## config.mk

```make
export PLATFORM = sky130hd
export DESIGN_NAME = setup_move_sequencer
export DESIGN_NICKNAME = d
export VERILOG_FILES = /design/src/rtl/setup_move_sequencer.sv
export SDC_FILE = /design/constraint.sdc
export NUM_CORES = 1
export LEC_CHECK = 0
export ABC_CLOCK_PERIOD_IN_PS = 9400
export CAP_MARGIN = 0
export CORE_ASPECT_RATIO = 0.5
export CORE_MARGIN = 2
export CORE_UTILIZATION = 48
export CTS_BUF_LIST = sky130_fd_sc_hd__clkbuf_8 sky130_fd_sc_hd__clkbuf_16
export DETAILED_ROUTE_END_ITERATION = 16
export PLACE_DENSITY = 0.7
export SYNTH_ARGS = -nofsm -noshare
export SYNTH_HDL_FRONTEND = slang
export SYNTH_SLANG_ARGS = --single-unit
```

## constraint.sdc

```tcl
create_clock -name clock -period 9.4 [get_ports clock]
set_input_delay 2.82 -clock clock [delete_from_list [all_inputs] [get_ports clock]]
set_output_delay 2.82 -clock clock [all_outputs]
set_load 0.01 [all_outputs]
```

## src/rtl/setup_move_sequencer.sv

```systemverilog
`default_nettype none
// +--------------------------------------------------------------------------+
// | setup_move_sequencer: expands a sticker index into face turns for the    |
// | motor driver, then flags the cube as settled.   Rev 1.0                  |
// +--------------------------------------------------------------------------+
module setup_move_sequencer #(
  parameter int SETTLE_CYCLES  = 1000000,
  parameter int TIMEOUT_CYCLES = 50000000,
  parameter int LAST_INDEX     = 48
) (
  input  logic       clock,
  input  logic       reset,
  input  logic       send_setup_moves,
  input  logic [5:0] counter,
  output logic       move_valid,
  output logic [4:0] move,
  input  logic       move_ready,
  input  logic       motor_done,
  output logic       color_sensor_stable,
  output logic       busy,
  output logic       scan_complete,
  output logic       seq_error
);

  localparam int c_cnt_max = (SETTLE_CYCLES > TIMEOUT_CYCLES) ? SETTLE_CYCLES : TIMEOUT_CYCLES;
  localparam int c_cnt_w   = $clog2(c_cnt_max + 1);
  localparam logic [c_cnt_w-1:0] c_settle_last  = c_cnt_w'(SETTLE_CYCLES - 1);
  localparam logic [c_cnt_w-1:0] c_timeout_last = c_cnt_w'(TIMEOUT_CYCLES - 1);
  localparam logic [6:0] c_u_cw_addr = 7'd76;

  typedef enum logic [2:0] {
    S_IDLE, S_LOAD, S_ISSUE, S_WAIT_DONE, S_SETTLE, S_STABLE
  } state_t;

  state_t               r_state;
  logic [5:0]           r_k;
  logic [1:0]           r_seg;
  logic [6:0]           r_addr;
  logic [2:0]           r_left;
  logic [c_cnt_w-1:0]   r_cnt;
  logic                 r_move_valid;
  logic [4:0]           r_move;
  logic                 r_stable;
  logic                 r_scan_complete;
  logic                 r_seq_error;

  // Move ROM: 0-37 setup segments, 38-75 undo segments, 76 the lone U CW.
  function automatic logic [4:0] move_rom(input logic [6:0] a);
    case (a)
      7'd0:  move_rom = 5'h0A; 7'd1:  move_rom = 5'h14;
      7'd2:  move_rom = 5'h11; 7'd3:  move_rom = 5'h0B;
      7'd4:  move_rom = 5'h12; 7'd5:  move_rom = 5'h0C;
      7'd6:  move_rom = 5'h09; 7'd7:  move_rom = 5'h13;
      7'd8:  move_rom = 5'h19; 7'd9:  move_rom = 5'h1B;
      7'd10: move_rom = 5'h0A; 7'd11: move_rom = 5'h14; 7'd12: move_rom = 5'h09;
      7'd13: move_rom = 5'h08; 7'd14: move_rom = 5'h0A; 7'd15: move_rom = 5'h14;
      7'd16: move_rom = 5'h11; 7'd17: move_rom = 5'h0B; 7'd18: move_rom = 5'h0A;
      7'd19: move_rom = 5'h10; 7'd20: move_rom = 5'h11; 7'd21: move_rom = 5'h0B;
      7'd22: move_rom = 5'h12; 7'd23: move_rom = 5'h0C; 7'd24: move_rom = 5'h0B;
      7'd25: move_rom = 5'h08; 7'd26: move_rom = 5'h12; 7'd27: move_rom = 5'h0C;
      7'd28: move_rom = 5'h09; 7'd29: move_rom = 5'h13; 7'd30: move_rom = 5'h14;
      7'd31: move_rom = 5'h08; 7'd32: move_rom = 5'h09; 7'd33: move_rom = 5'h13;
      7'd34: move_rom = 5'h1B; 7'd35: move_rom = 5'h19;
      7'd36: move_rom = 5'h1A; 7'd37: move_rom = 5'h1C;
      7'd38: move_rom = 5'h0C; 7'd39: move_rom = 5'h12;
      7'd40: move_rom = 5'h13; 7'd41: move_rom = 5'h09;
      7'd42: move_rom = 5'h14; 7'd43: move_rom = 5'h0A;
      7'd44: move_rom = 5'h0B; 7'd45: move_rom = 5'h11;
      7'd46: move_rom = 5'h19; 7'd47: move_rom = 5'h1B;
      7'd48: move_rom = 5'h0C; 7'd49: move_rom = 5'h12; 7'd50: move_rom = 5'h10;
      7'd51: move_rom = 5'h11; 7'd52: move_rom = 5'h0C; 7'd53: move_rom = 5'h12;
      7'd54: move_rom = 5'h13; 7'd55: move_rom = 5'h09; 7'd56: move_rom = 5'h08;
      7'd57: move_rom = 5'h12; 7'd58: move_rom = 5'h13; 7'd59: move_rom = 5'h09;
      7'd60: move_rom = 5'h14; 7'd61: move_rom = 5'h0A; 7'd62: move_rom = 5'h10;
      7'd63: move_rom = 5'h13; 7'd64: move_rom = 5'h14; 7'd65: move_rom = 5'h0A;
      7'd66: move_rom = 5'h0B; 7'd67: move_rom = 5'h11; 7'd68: move_rom = 5'h10;
      7'd69: move_rom = 5'h0C; 7'd70: move_rom = 5'h0B; 7'd71: move_rom = 5'h11;
      7'd72: move_rom = 5'h1C; 7'd73: move_rom = 5'h1A;
      7'd74: move_rom = 5'h19; 7'd75: move_rom = 5'h1B;
      7'd76: move_rom = 5'h08;
      default: move_rom = 5'h00;
    endcase
  endfunction

  // Returns {start[6:0], length[2:0]} for a batch's setup or undo list.
  function automatic logic [9:0] seg_rom(input logic [3:0] b, input logic undo);
    case ({undo, b})
      5'h01: seg_rom = {7'd0,  3'd2};
      5'h02: seg_rom = {7'd2,  3'd2};
      5'h03: seg_rom = {7'd4,  3'd2};
      5'h04: seg_rom = {7'd6,  3'd2};
      5'h05: seg_rom = {7'd8,  3'd2};
      5'h07: seg_rom = {7'd10, 3'd6};
      5'h08: seg_rom = {7'd16, 3'd6};
      5'h09: seg_rom = {7'd22, 3'd6};
      5'h0A: seg_rom = {7'd28, 3'd6};
      5'h0B: seg_rom = {7'd34, 3'd4};
      5'h11: seg_rom = {7'd38, 3'd2};
      5'h12: seg_rom = {7'd40, 3'd2};
      5'h13: seg_rom = {7'd42, 3'd2};
      5'h14: seg_rom = {7'd44, 3'd2};
      5'h15: seg_rom = {7'd46, 3'd2};
      5'h17: seg_rom = {7'd48, 3'd6};
      5'h18: seg_rom = {7'd54, 3'd6};
      5'h19: seg_rom = {7'd60, 3'd6};
      5'h1A: seg_rom = {7'd66, 3'd6};
      5'h1B: seg_rom = {7'd72, 3'd4};
      default: seg_rom = 10'd0;
    endcase
  endfunction

  // Step list as up to three segments: U turn, undo of batch b-1, setup of batch b.
  logic [6:0] w_start [4];
  logic [2:0] w_len   [4];
  logic [3:0] w_b;
  logic       w_aligned;
  logic [1:0] w_from;
  logic       w_have_next;
  logic [1:0] w_next_seg;

  always_comb begin
    w_b       = r_k[5:2];
    w_aligned = (r_k[1:0] == 2'd0);
    for (int i = 0; i < 4; i++) begin
      w_start[i] = 7'd0;
      w_len[i]   = 3'd0;
    end
    if (r_k != 6'd0) begin
      w_start[0] = c_u_cw_addr;
      w_len[0]   = 3'd1;
    end
    if (w_aligned && (r_k != 6'd0)) begin
      {w_start[1], w_len[1]} = seg_rom(w_b - 4'd1, 1'b1);
    end
    if (w_aligned && (r_k < 6'(LAST_INDEX))) begin
      {w_start[2], w_len[2]} = seg_rom(w_b, 1'b0);
    end
  end

  always_comb begin
    w_from      = (r_state == S_LOAD) ? 2'd0 : (r_seg + 2'd1);
    w_have_next = 1'b0;
    w_next_seg  = 2'd0;
    for (int i = 3; i >= 0; i--) begin
      if ((i >= int'(w_from)) && (w_len[i] != 3'd0)) begin
        w_have_next = 1'b1;
        w_next_seg  = 2'(i);
      end
    end
  end

  always_ff @(posedge clock or negedge reset) begin
    if (!reset) begin
      r_state         <= S_IDLE;
      r_k             <= 6'd0;
      r_seg           <= 2'd0;
      r_addr          <= 7'd0;
      r_left          <= 3'd0;
      r_cnt           <= '0;
      r_move_valid    <= 1'b0;
      r_move          <= 5'd0;
      r_stable        <= 1'b0;
      r_scan_complete <= 1'b0;
      r_seq_error     <= 1'b0;
    end else begin
      r_scan_complete <= 1'b0;
      case (r_state)
        S_IDLE, S_STABLE: begin
          if (send_setup_moves) begin
            r_k      <= counter;
            r_stable <= 1'b0;
            r_state  <= S_LOAD;
          end
        end
        S_LOAD: begin
          r_cnt <= '0;
          if (r_k > 6'(LAST_INDEX)) begin
            r_seq_error <= 1'b1;
            r_state     <= S_SETTLE;
          end else if (w_have_next) begin
            r_seg        <= w_next_seg;
            r_addr       <= w_start[w_next_seg];
            r_left       <= w_len[w_next_seg];
            r_move       <= move_rom(w_start[w_next_seg]);
            r_move_valid <= 1'b1;
            r_state      <= S_ISSUE;
          end else begin
            r_state <= S_SETTLE;
          end
        end
        S_ISSUE: begin
          if (move_ready) begin
            r_move_valid <= 1'b0;
            r_cnt        <= '0;
            r_state      <= S_WAIT_DONE;
          end
        end
        S_WAIT_DONE: begin
          if (motor_done) begin
            r_cnt <= '0;
            if (r_left > 3'd1) begin
              r_addr       <= r_addr + 7'd1;
              r_left       <= r_left - 3'd1;
              r_move       <= move_rom(r_addr + 7'd1);
              r_move_valid <= 1'b1;
              r_state      <= S_ISSUE;
            end else if (w_have_next) begin
              r_seg        <= w_next_seg;
              r_addr       <= w_start[w_next_seg];
              r_left       <= w_len[w_next_seg];
              r_move       <= move_rom(w_start[w_next_seg]);
              r_move_valid <= 1'b1;
              r_state      <= S_ISSUE;
            end else begin
              r_state <= S_SETTLE;
            end
          end else if (r_cnt == c_timeout_last) begin
            r_seq_error <= 1'b1;
            r_cnt       <= '0;
            r_state     <= S_SETTLE;
          end else begin
            r_cnt <= r_cnt + 1'b1;
          end
        end
        S_SETTLE: begin
          if (r_cnt == c_settle_last) begin
            r_stable        <= 1'b1;
            r_scan_complete <= (r_k == 6'(LAST_INDEX));
            r_state         <= S_STABLE;
          end else begin
            r_cnt <= r_cnt + 1'b1;
          end
        end
        default: r_state <= S_IDLE;
      endcase
      // A request arriving mid-sequence is dropped but remembered as an error.
      if (send_setup_moves && busy) begin
        r_seq_error <= 1'b1;
      end
    end
  end

  assign busy                = (r_state == S_LOAD) || (r_state == S_ISSUE) ||
                               (r_state == S_WAIT_DONE) || (r_state == S_SETTLE);
  assign move_valid          = r_move_valid;
  assign move                = r_move;
  assign color_sensor_stable = r_stable & ~send_setup_moves;
  assign scan_complete       = r_scan_complete;
  assign seq_error           = r_seq_error;

endmodule
`default_nettype wire

```

==> impl_metrics.env, run 1 <==
export IMPL_status="finished, final reports clean"
export IMPL_dr_pass1_iters=5
export IMPL_grt_pass1_vias=4527
export IMPL_critical_path_endpoint_type="output pin"
export IMPL_track_usage=0.235
export IMPL_hold_viol=0
export IMPL_synth_top_area_frac=0.280
export IMPL_synthTopCellsByCount="76 x nand2_1, 75 x o21ai_0, 56 x dfrtp_1, 56 x nor2_1, 47 x a21oi_1"
export IMPL_reg2reg_depth=16
export IMPL_stdcell_area_sq_um=5390
export IMPL_core_sq_um=10200
export IMPL_period_share=0.722
export IMPL_hpwl_um=9080
export IMPL_synth_area_sq_um=5010
export IMPL_comb_power_share=0.701
export IMPL_worstReg2RegEnd="move[1]"
export IMPL_clock_skew_ns=0.00702
export IMPL_dieArea_sq_um=11300
export IMPL_synth_ff_type="dfrtp_1"
export IMPL_drt_iter0_drc=307
export IMPL_switchingPower_w=0.00108
export IMPL_hold_class="flip-flop to flip-flop"
export IMPL_critPathMaxFanout=5
export IMPL_cts_root_buffer="clkbuf_16"
export IMPL_worstPathRequired_ns=6.58
export IMPL_cap_violations=0
export IMPL_critical_path_arrival_ns=3.97
export IMPL_vdd_ir_drop_max_uv=111
export IMPL_dp_cells=776
export IMPL_yosysSeqAreaShare=0.280
export IMPL_rrSetupSlack_ns=4.94
export IMPL_cts_tree="built"
export IMPL_dieHeight_um=76.3
export IMPL_regToRegStartpoint="r_k[2]"
export IMPL_die_w_um=149
export IMPL_grt_max_degree=57
export IMPL_worst_pin_slew_ns=1.13
export IMPL_relSlewSlack=0.238
export IMPL_hold_buffers=0
export IMPL_synthMostInstantiatedCell="nand2_1"
export IMPL_via_count=4962
export IMPL_ys_ff_latch=56
export IMPL_io_buffers=20
export IMPL_final_max_slew_viol_count=0
export IMPL_p_per_area_nw_per_um2=374
export IMPL_start_util=0.492
export IMPL_crit_path_start_kind="input port"
export IMPL_io_pins=21
export IMPL_pwr_share_seq=0.205
export IMPL_grt_pass1_wl_um=22400
export IMPL_synth_edf_count=0
export IMPL_cts_resized_gates=0
export IMPL_clkPwrFrac=0.094
export IMPL_drive_gt1_frac=0.0575
export IMPL_cp_startpoint="send_setup_moves"
export IMPL_drc=0
export IMPL_syn_nets=689
export IMPL_synth_top_cell_by_area="dfrtp_1"
export IMPL_post_drt_wl_per_cell_um=16.5
export IMPL_final_core_util=0.529
export IMPL_numCtsBuffers=5
export IMPL_rsz0062_at_grt="no"
export IMPL_place_area_sq_um=5240
export IMPL_swShare=0.537
export IMPL_ys_types=74
export IMPL_h_tree_depth=2
export IMPL_grt_overflow=0
export IMPL_critPathKind="input port to output pin"
export IMPL_top_usage_layer="met2"
export IMPL_max_freq_mhz=147
export IMPL_yosys_warnings=0
export IMPL_use_met2=0.366
export IMPL_gp_congestion=0.945
export IMPL_synth_area_leaders="dfrtp_1 28%, o21ai_0 7.5%, ha_1 7.0%"
export IMPL_ys_async_sr_fraction=1.00
export IMPL_clk_latency_ns=0.30
export IMPL_fp_row_count=26
export IMPL_antenna_found_initial=0
export IMPL_clockBufferDepth=2
export IMPL_syn_avg_cell_area_sq_um=7.71
export IMPL_leakagePower_nw=2.13
export IMPL_clock_sinks=56
export IMPL_clk_pin_slew_ns=0.08
export IMPL_ant_nets=0
export IMPL_nNetsFinal=682
export IMPL_fin_crit_ns=6.79
export IMPL_met3_usage=0.0371
export IMPL_critPathCapture="color_sensor_stable"
export IMPL_diodes=0
export IMPL_fillers=963
export IMPL_syn_to_final_growth_pct=7.41
export IMPL_wl_um=12900
export IMPL_total_power_w=0.00201
export IMPL_internal_power_w=0.000931
export IMPL_layout_cells_non_filler=784
export IMPL_setup_viol=0
export IMPL_postCtsSetupBuffers=0
export IMPL_viasPerCell=6.33
export IMPL_postSynthCellCount=650
export IMPL_setup_tns_ns=0
export IMPL_use_met1=0.351
## worst min path at each step
| stage | start | to | slack, ns | cells past startpoint |
|---|---|---|---|---|
| 2_1_floorplan | r_left[0] | r_left[0] | 0.45 | 1 |
| 3_3_place_gp | r_cnt[25] | r_cnt[25] | 0.47 | 1 |
| 3_5_place_dp | r_cnt[25] | r_cnt[25] | 0.48 | 1 |
| 4_1_cts | r_cnt[25] | r_cnt[25] | 0.49 | 1 |
| 5_1_grt | r_cnt[25] | r_cnt[25] | 0.52 | 1 |
| 6_report | r_cnt[25] | r_cnt[25] | 0.49 | 1 |
## logic make-up after synthesis
logic type                 share of synthesized area
DFF                                            0.280
buffers and inverters                         0.0544
muxes                                         0.0272
AOI/OAI and AO/OA                              0.325
and+or+nand+nor                                0.226
adders and majority gates                     0.0699
xor gates and xnor gates                      0.0175
## power groups by stage
| stage | Combinational [W] | Sequential [W] | Clock, W |
|---|---|---|---|
| detailed placement | 0.00138 | 0.000413 | 0 |
| CTS | 0.00139 | 0.000408 | 0.000190 |
| finish | 0.00141 | 0.000412 | 0.000189 |
| global placement | 0.00137 | 0.000411 | 0 |
| global route | 0.00157 | 0.000426 | 0.000201 |
| floorplan | 0.00116 | 0.000353 | 0 |
## layout make-up
type	count	area, sq um	area share
Timing Repair Buffer	27	248	0.0460
Sequential cell	56	1400	0.260
Inverter	19	76.3	0.0142
Multi-Input combinational cell	534	3340	0.620
Tap cell	140	175	0.0325
Clock buffer	5	125	0.0232
Clock inverter	3	20.0	0.00372
## cell usage in the layout, fill, tap and decap left out, types with 13 or more instances in the layout
cell type,n
o211ai_1,15
nand3_1,17
a31oi_1,17
o21ai_0,75
nand2_1,76
ha_1,28
clkdlybuf4s50_1,19
inv_1,17
nor3_1,14
dfrtp_1,56
nand4_1,13
nor2_1,56
a21oi_1,47
## registers in the layout, indices dropped and copies added, names as in the netlist
signal	flops
r_cnt	26
r_addr	7
r_k	6
move	5
r_left	3
r_state	3
r_seg	2
move_valid	1
r_stable	1
scan_complete	1
seq_error	1
## per-layer routing
metal	up-vias	part of all wire
met5	-	0
li1	2421	-
met1	2380	0.48
met4	0	0.0041
met2	151	0.46
met3	10	0.057
## metrics by stage
| step | setup slack [ns] | hold WS, ns |
|---|---|---|
| after global routing | 2.55 | 0.517 |
| final | 2.61 | 0.487 |
| after CTS | 2.61 | 0.488 |
| after global placement | 2.61 | 0.466 |
| after detailed placement | 2.61 | 0.478 |
| after floorplan | 3.58 | 0.450 |
## critical path, cell delays in order
cell	delay, ns
clkdlybuf4s50_1	0.48
nor2b_1	0.13
clkdlybuf4s50_1	0.54
(Power assumes the default switching activity.)
==> inputs of run 2 (changes only) <==
--- a/config.mk
+++ b/config.mk
@@ -5,7 +5,7 @@
 export SDC_FILE = /design/constraint.sdc
 export NUM_CORES = 1
 export LEC_CHECK = 0
-export ABC_CLOCK_PERIOD_IN_PS = 9400
+export ABC_CLOCK_PERIOD_IN_PS = 7090
 export CAP_MARGIN = 0
 export CORE_ASPECT_RATIO = 0.5
 export CORE_MARGIN = 2
==> constraint.sdc (replaced) <==
create_clock -name clock -period 7.09 [get_ports clock]
set_input_delay 2.127 -clock clock [delete_from_list [all_inputs] [get_ports clock]]
set_output_delay 2.127 -clock clock [all_outputs]
set_load 0.01 [all_outputs]
==> run 2 against run 1 <==
Compared with the run above:
- highest routed layer unchanged
- first-iteration DRC count fell by 5.2%
- critical path depth did not move
- setup slack got worse by 0.93 ns
- critical path type unchanged
- largest power group unchanged
- combinational power rose by 33%
- global-route usage fell by 0.20 points
- critical endpoint unchanged
- cell count rose by 0.13%
==> impl_metrics.env, run 2 (synthesis results as in run 1) <==
export IMPL_start_util=0.492
export IMPL_ff_latch_area_sq_um=1400
export IMPL_switchingPower_w=0.00145
export IMPL_setup_tns_ns=0
export IMPL_final_core_util=0.530
export IMPL_leakagePower_nw=2.14
export IMPL_multi_input_area_sq_um=3340
export IMPL_gp_congestion=0.948
export IMPL_internal_power_w=0.00124
export IMPL_period_share=0.763
export IMPL_clkPwrFrac=0.098
export IMPL_hold_viol=0
export IMPL_max_freq_mhz=185
export IMPL_hpwl_um=9020
export IMPL_clockBufferDepth=2
export IMPL_comb_power_share=0.699
export IMPL_grt_pass1_wl_um=22000
export IMPL_numCtsBuffers=5
export IMPL_dp_cells=777
export IMPL_io_buffers=20
export IMPL_largest_reg_flops=26
export IMPL_syn_to_final_growth_pct=7.71
export IMPL_drt_iter0_drc=291
export IMPL_worstPathRequired_ns=4.96
export IMPL_wl_um=12900
export IMPL_via_count=4934
export IMPL_swShare=0.538
export IMPL_hold_buffers=0
export IMPL_h_tree_depth=2
export IMPL_postCtsSetupBuffers=0
export IMPL_mostFrequentLayoutCells="76 x nand2_1, 75 x o21ai_0, 56 x nor2_1, 56 x dfrtp_1, 47 x a21oi_1"
export IMPL_fillers=983
export IMPL_ant_nets=0
export IMPL_clock_skew_ns=0.0100
export IMPL_grt_max_degree=57
export IMPL_cts_resized_gates=0
export IMPL_rrSetupSlack_ns=2.60
export IMPL_die_w_um=149
export IMPL_clock_sinks=56
export IMPL_drc=0
export IMPL_crit_path_start_kind="input port"
export IMPL_cap_violations=0
export IMPL_diodes=0
export IMPL_layout_cells_non_filler=785
export IMPL_stdcell_area_sq_um=5400
export IMPL_hold_class="flip-flop to flip-flop"
export IMPL_viasPerCell=6.29
export IMPL_antenna_found_initial=0
export IMPL_grt_pass1_vias=4606
export IMPL_track_usage=0.233
export IMPL_p_per_area_nw_per_um2=498
export IMPL_grt_overflow=0
export IMPL_io_pins=21
export IMPL_fin_crit_ns=5.41
export IMPL_worst_pin_slew_ns=1.08
export IMPL_fp_row_count=26
export IMPL_critPathMaxFanout=5
export IMPL_pwr_share_seq=0.203
export IMPL_final_common_cell="nand2_1"
export IMPL_critPathKind="input port to output pin"
export IMPL_cts_tree="built"
export IMPL_status="finished, final reports clean"
export IMPL_dieArea_sq_um=11300
export IMPL_vdd_ir_drop_max_uv=153
export IMPL_setup_viol=0
export IMPL_core_sq_um=10200
export IMPL_clk_latency_ns=0.31
export IMPL_place_area_sq_um=5250
export IMPL_nNetsFinal=683
export IMPL_dr_pass1_iters=5
export IMPL_final_max_slew_viol_count=0
export IMPL_rsz0062_at_grt="no"
export IMPL_cts_root_buffer="clkbuf_16"
export IMPL_post_drt_wl_per_cell_um=16.4
export IMPL_top_register="r_cnt"
export IMPL_clk_pin_slew_ns=0.08
export IMPL_reg_largest_list="r_cnt x26, r_addr x7, r_k x6"
export IMPL_critical_path_arrival_ns=3.28
export IMPL_drive_gt1_frac=0.0605
export IMPL_critical_path_endpoint_type="output pin"
export IMPL_dieHeight_um=76.3
export IMPL_relSlewSlack=0.274
run 2: stage by stage:
stage | setup slack (ns) | hold WS [ns] | power, W
finish | 1.68 | 0.493 | 0.00269
global route | 1.62 | 0.515 | 0.00294
CTS | 1.67 | 0.489 | 0.00266
detailed placement | 1.67 | 0.473 | 0.00239
global placement | 1.68 | 0.465 | 0.00236
floorplan | 2.66 | 0.450 | 0.00200
run 2: worst paths after layout:
kind / to / depth (start not counted) / startpoint
max reg2reg: move[1] / 16 / r_k[2]
min: r_cnt[25] / 1 / r_cnt[25]
max in group asynchronous: r_k[5] / 2 / reset
min in group asynchronous: r_addr[1] / 2 / reset
min reg2reg: r_cnt[25] / 1 / r_cnt[25]
max: color_sensor_stable / 3 / send_setup_moves
run 2: final cells by class:
| cell class | count | share of cell area |
|---|---|---|
| sequential | 56 | 0.259 |
| multi-input combinational | 534 | 0.618 |
| clock inverter | 3 | 0.00510 |
| clock buffer | 5 | 0.0232 |
| inverter | 19 | 0.0141 |
| timing repair buffer | 28 | 0.0473 |
| tap | 140 | 0.0324 |
run 2: power groups by stage:
stage	sequential (W)	combinational (W)	clock, W
floorplan	0.000468	0.00153	0
global placement	0.000544	0.00181	0
detailed placement	0.000547	0.00184	0
CTS	0.000541	0.00185	0.000270
global route	0.000563	0.00209	0.000284
finish	0.000546	0.00188	0.000263
run 2: critical path, stage by stage:
cell,delay [ns]
clkdlybuf4s50_1,0.48
nor2b_1,0.14
clkdlybuf4s50_1,0.54
run 2: layer usage:
metal	part of all wire	vias up	global-route usage
met5	0	-	0
met4	0.0048	0	0.0362
met3	0.053	8	0.0491
met2	0.46	151	0.375
met1	0.48	2346	0.330
li1	-	2429	-
==> inputs of run 3 (changes only) <==
--- a/config.mk
+++ b/config.mk
@@ -5,7 +5,7 @@
 export SDC_FILE = /design/constraint.sdc
 export NUM_CORES = 1
 export LEC_CHECK = 0
-export ABC_CLOCK_PERIOD_IN_PS = 7090
+export ABC_CLOCK_PERIOD_IN_PS = 5630
 export CAP_MARGIN = 0
 export CORE_ASPECT_RATIO = 0.5
 export CORE_MARGIN = 2
==> constraint.sdc (replaced) <==
create_clock -name clock -period 5.63 [get_ports clock]
set_input_delay 1.689 -clock clock [delete_from_list [all_inputs] [get_ports clock]]
set_output_delay 1.689 -clock clock [all_outputs]
set_load 0.01 [all_outputs]
==> run 3 against run 2 <==
Compared with the run above:
- sequential share of layout area about the same
- die area did not move
- via count grew 1.1%
- critical path type unchanged
- largest power group unchanged
==> impl_metrics.env, run 3 (synthesis results as in run 1) <==
export IMPL_critical_path_arrival_ns=2.85
export IMPL_status="finished, final reports clean"
export IMPL_cts_tree="built"
export IMPL_clk_latency_ns=0.30
export IMPL_numCtsBuffers=5
export IMPL_ff_latch_area_sq_um=1400
export IMPL_fin_crit_ns=4.53
export IMPL_fp_row_count=26
export IMPL_start_util=0.492
export IMPL_place_area_sq_um=5240
export IMPL_viasPerCell=6.36
export IMPL_leakagePower_nw=2.15
export IMPL_switchingPower_w=0.00180
export IMPL_postCtsSetupBuffers=0
export IMPL_h_tree_depth=2
export IMPL_core_sq_um=10200
export IMPL_clockBufferDepth=2
export IMPL_clk_pin_slew_ns=0.07
export IMPL_syn_to_final_growth_pct=7.86
export IMPL_grt_overflow=0
export IMPL_comb_power_share=0.693
export IMPL_vdd_ir_drop_max_uv=198
export IMPL_relSlewSlack=0.219
export IMPL_dieHeight_um=76.3
export IMPL_dpl_worst_slack_ns=1.10
export IMPL_setup_tns_ns=0
export IMPL_rsz0062_at_grt="no"
export IMPL_cts_root_buffer="clkbuf_16"
export IMPL_drt_iter0_drc=360
export IMPL_grt_max_degree=42
export IMPL_hold_class="flip-flop to flip-flop"
export IMPL_ant_nets=0
export IMPL_io_buffers=20
export IMPL_cap_violations=0
export IMPL_hold_viol=0
export IMPL_dr_pass1_iters=5
export IMPL_critPathKind="input port to output pin"
export IMPL_worst_pin_slew_ns=1.16
export IMPL_grt_pass1_vias=4557
export IMPL_clock_sinks=56
export IMPL_hold_buffers=0
export IMPL_drc=0
export IMPL_clkPwrFrac=0.107
export IMPL_drive_gt1_frac=0.0575
export IMPL_final_max_slew_viol_count=0
export IMPL_internal_power_w=0.00160
export IMPL_clock_skew_ns=0.00569
export IMPL_pwr_share_seq=0.200
export IMPL_setup_viol=0
export IMPL_via_count=4987
export IMPL_crit_path_start_kind="input port"
export IMPL_diodes=0
export IMPL_nNetsFinal=682
export IMPL_worst_slack_ns=1.10
export IMPL_antenna_found_initial=0
export IMPL_io_pins=21
export IMPL_p_per_area_nw_per_um2=628
export IMPL_wl_um=12800
export IMPL_worstPathRequired_ns=3.94
export IMPL_gp_congestion=0.905
export IMPL_dieArea_sq_um=11300
export IMPL_final_common_cell="nand2_1"
export IMPL_largest_reg_flops=26
export IMPL_mostFrequentLayoutCells="76 x nand2_1, 75 x o21ai_0, 56 x nor2_1, 56 x dfrtp_1, 47 x a21oi_1"
export IMPL_track_usage=0.233
export IMPL_cts_resized_gates=0
export IMPL_critical_path_endpoint_type="output pin"
export IMPL_max_freq_mhz=221
export IMPL_top_register="r_cnt"
export IMPL_stdcell_area_sq_um=5410
export IMPL_hpwl_um=9070
export IMPL_post_drt_wl_per_cell_um=16.3
export IMPL_grt_pass1_wl_um=22100
export IMPL_reg_largest_list="r_cnt x26, r_addr x7, r_k x6"
export IMPL_fillers=985
export IMPL_period_share=0.805
export IMPL_die_w_um=149
export IMPL_multi_input_area_sq_um=3340
export IMPL_critPathMaxFanout=5
export IMPL_swShare=0.529
## run 3: changes by cell type in the layout (fill, tap and decap cells not counted)
| cell | delta |
|---|---|
| buf_4 | -1 |
| bufinv_16 | +1 |
| clkinv_4 | -1 |
| clkinvlp_4 | -1 |
| inv_1 | +1 |
| inv_6 | +1 |
| inv_8 | -1 |
## run 3: worst max-delay path, cell delays in order
cell and delay, ns:
clkdlybuf4s50_1 0.48, nor2b_1 0.14, clkdlybuf4s50_1 0.54
## run 3: area by class of cell
type,instances,share of cell area
Multi-Input combinational cell,534,0.618
Timing Repair Buffer,27,0.0458
Tap cell,140,0.0324
Clock buffer,5,0.0231
Clock inverter,3,0.00787
Sequential cell,56,0.259
Inverter,19,0.0141
## run 3: per-stage QoR
step	total power (W)	hold WS, ns	utilization	std cells
floorplan	0.00252	0.450	-	650
global placement	0.00297	0.478	0.515	776
detailed placement	0.00299	0.486	0.515	776
CTS	0.00337	0.501	0.531	784
global route	0.00372	0.521	0.531	784
finish	0.00340	0.498	0.531	784
## run 3: path summary, 6_finish.rpt
check / startpoint / end / slack (ns) / cells after the start
worst min register to register: r_addr[6] / r_addr[6] / 0.50 / 1
max in group asynchronous: reset / r_cnt[24] / 3.49 / 2
worst max-delay path: send_setup_moves / color_sensor_stable / 1.10 / 3
worst max register to register: r_k[2] / move[1] / 1.30 / 16
worst min-delay path: r_addr[6] / r_addr[6] / 0.50 / 1
min in group asynchronous: reset / r_left[0] / 1.30 / 1
## run 3: routing by layer
layer	vias up	part of all wire	track usage
met3	11	0.064	0.0347
met1	2399	0.48	0.348
met2	155	0.45	0.361
met5	-	0	0
li1	2422	-	-
met4	0	0.0074	0.0467
## run 3: power groups by stage
stage,combinational (W),sequential [W],clock (W)
floorplan,0.00193,0.000590,0
global placement,0.00229,0.000680,0
detailed placement,0.00231,0.000681,0
CTS,0.00232,0.000674,0.000369
global route,0.00263,0.000702,0.000386
finish,0.00236,0.000678,0.000364
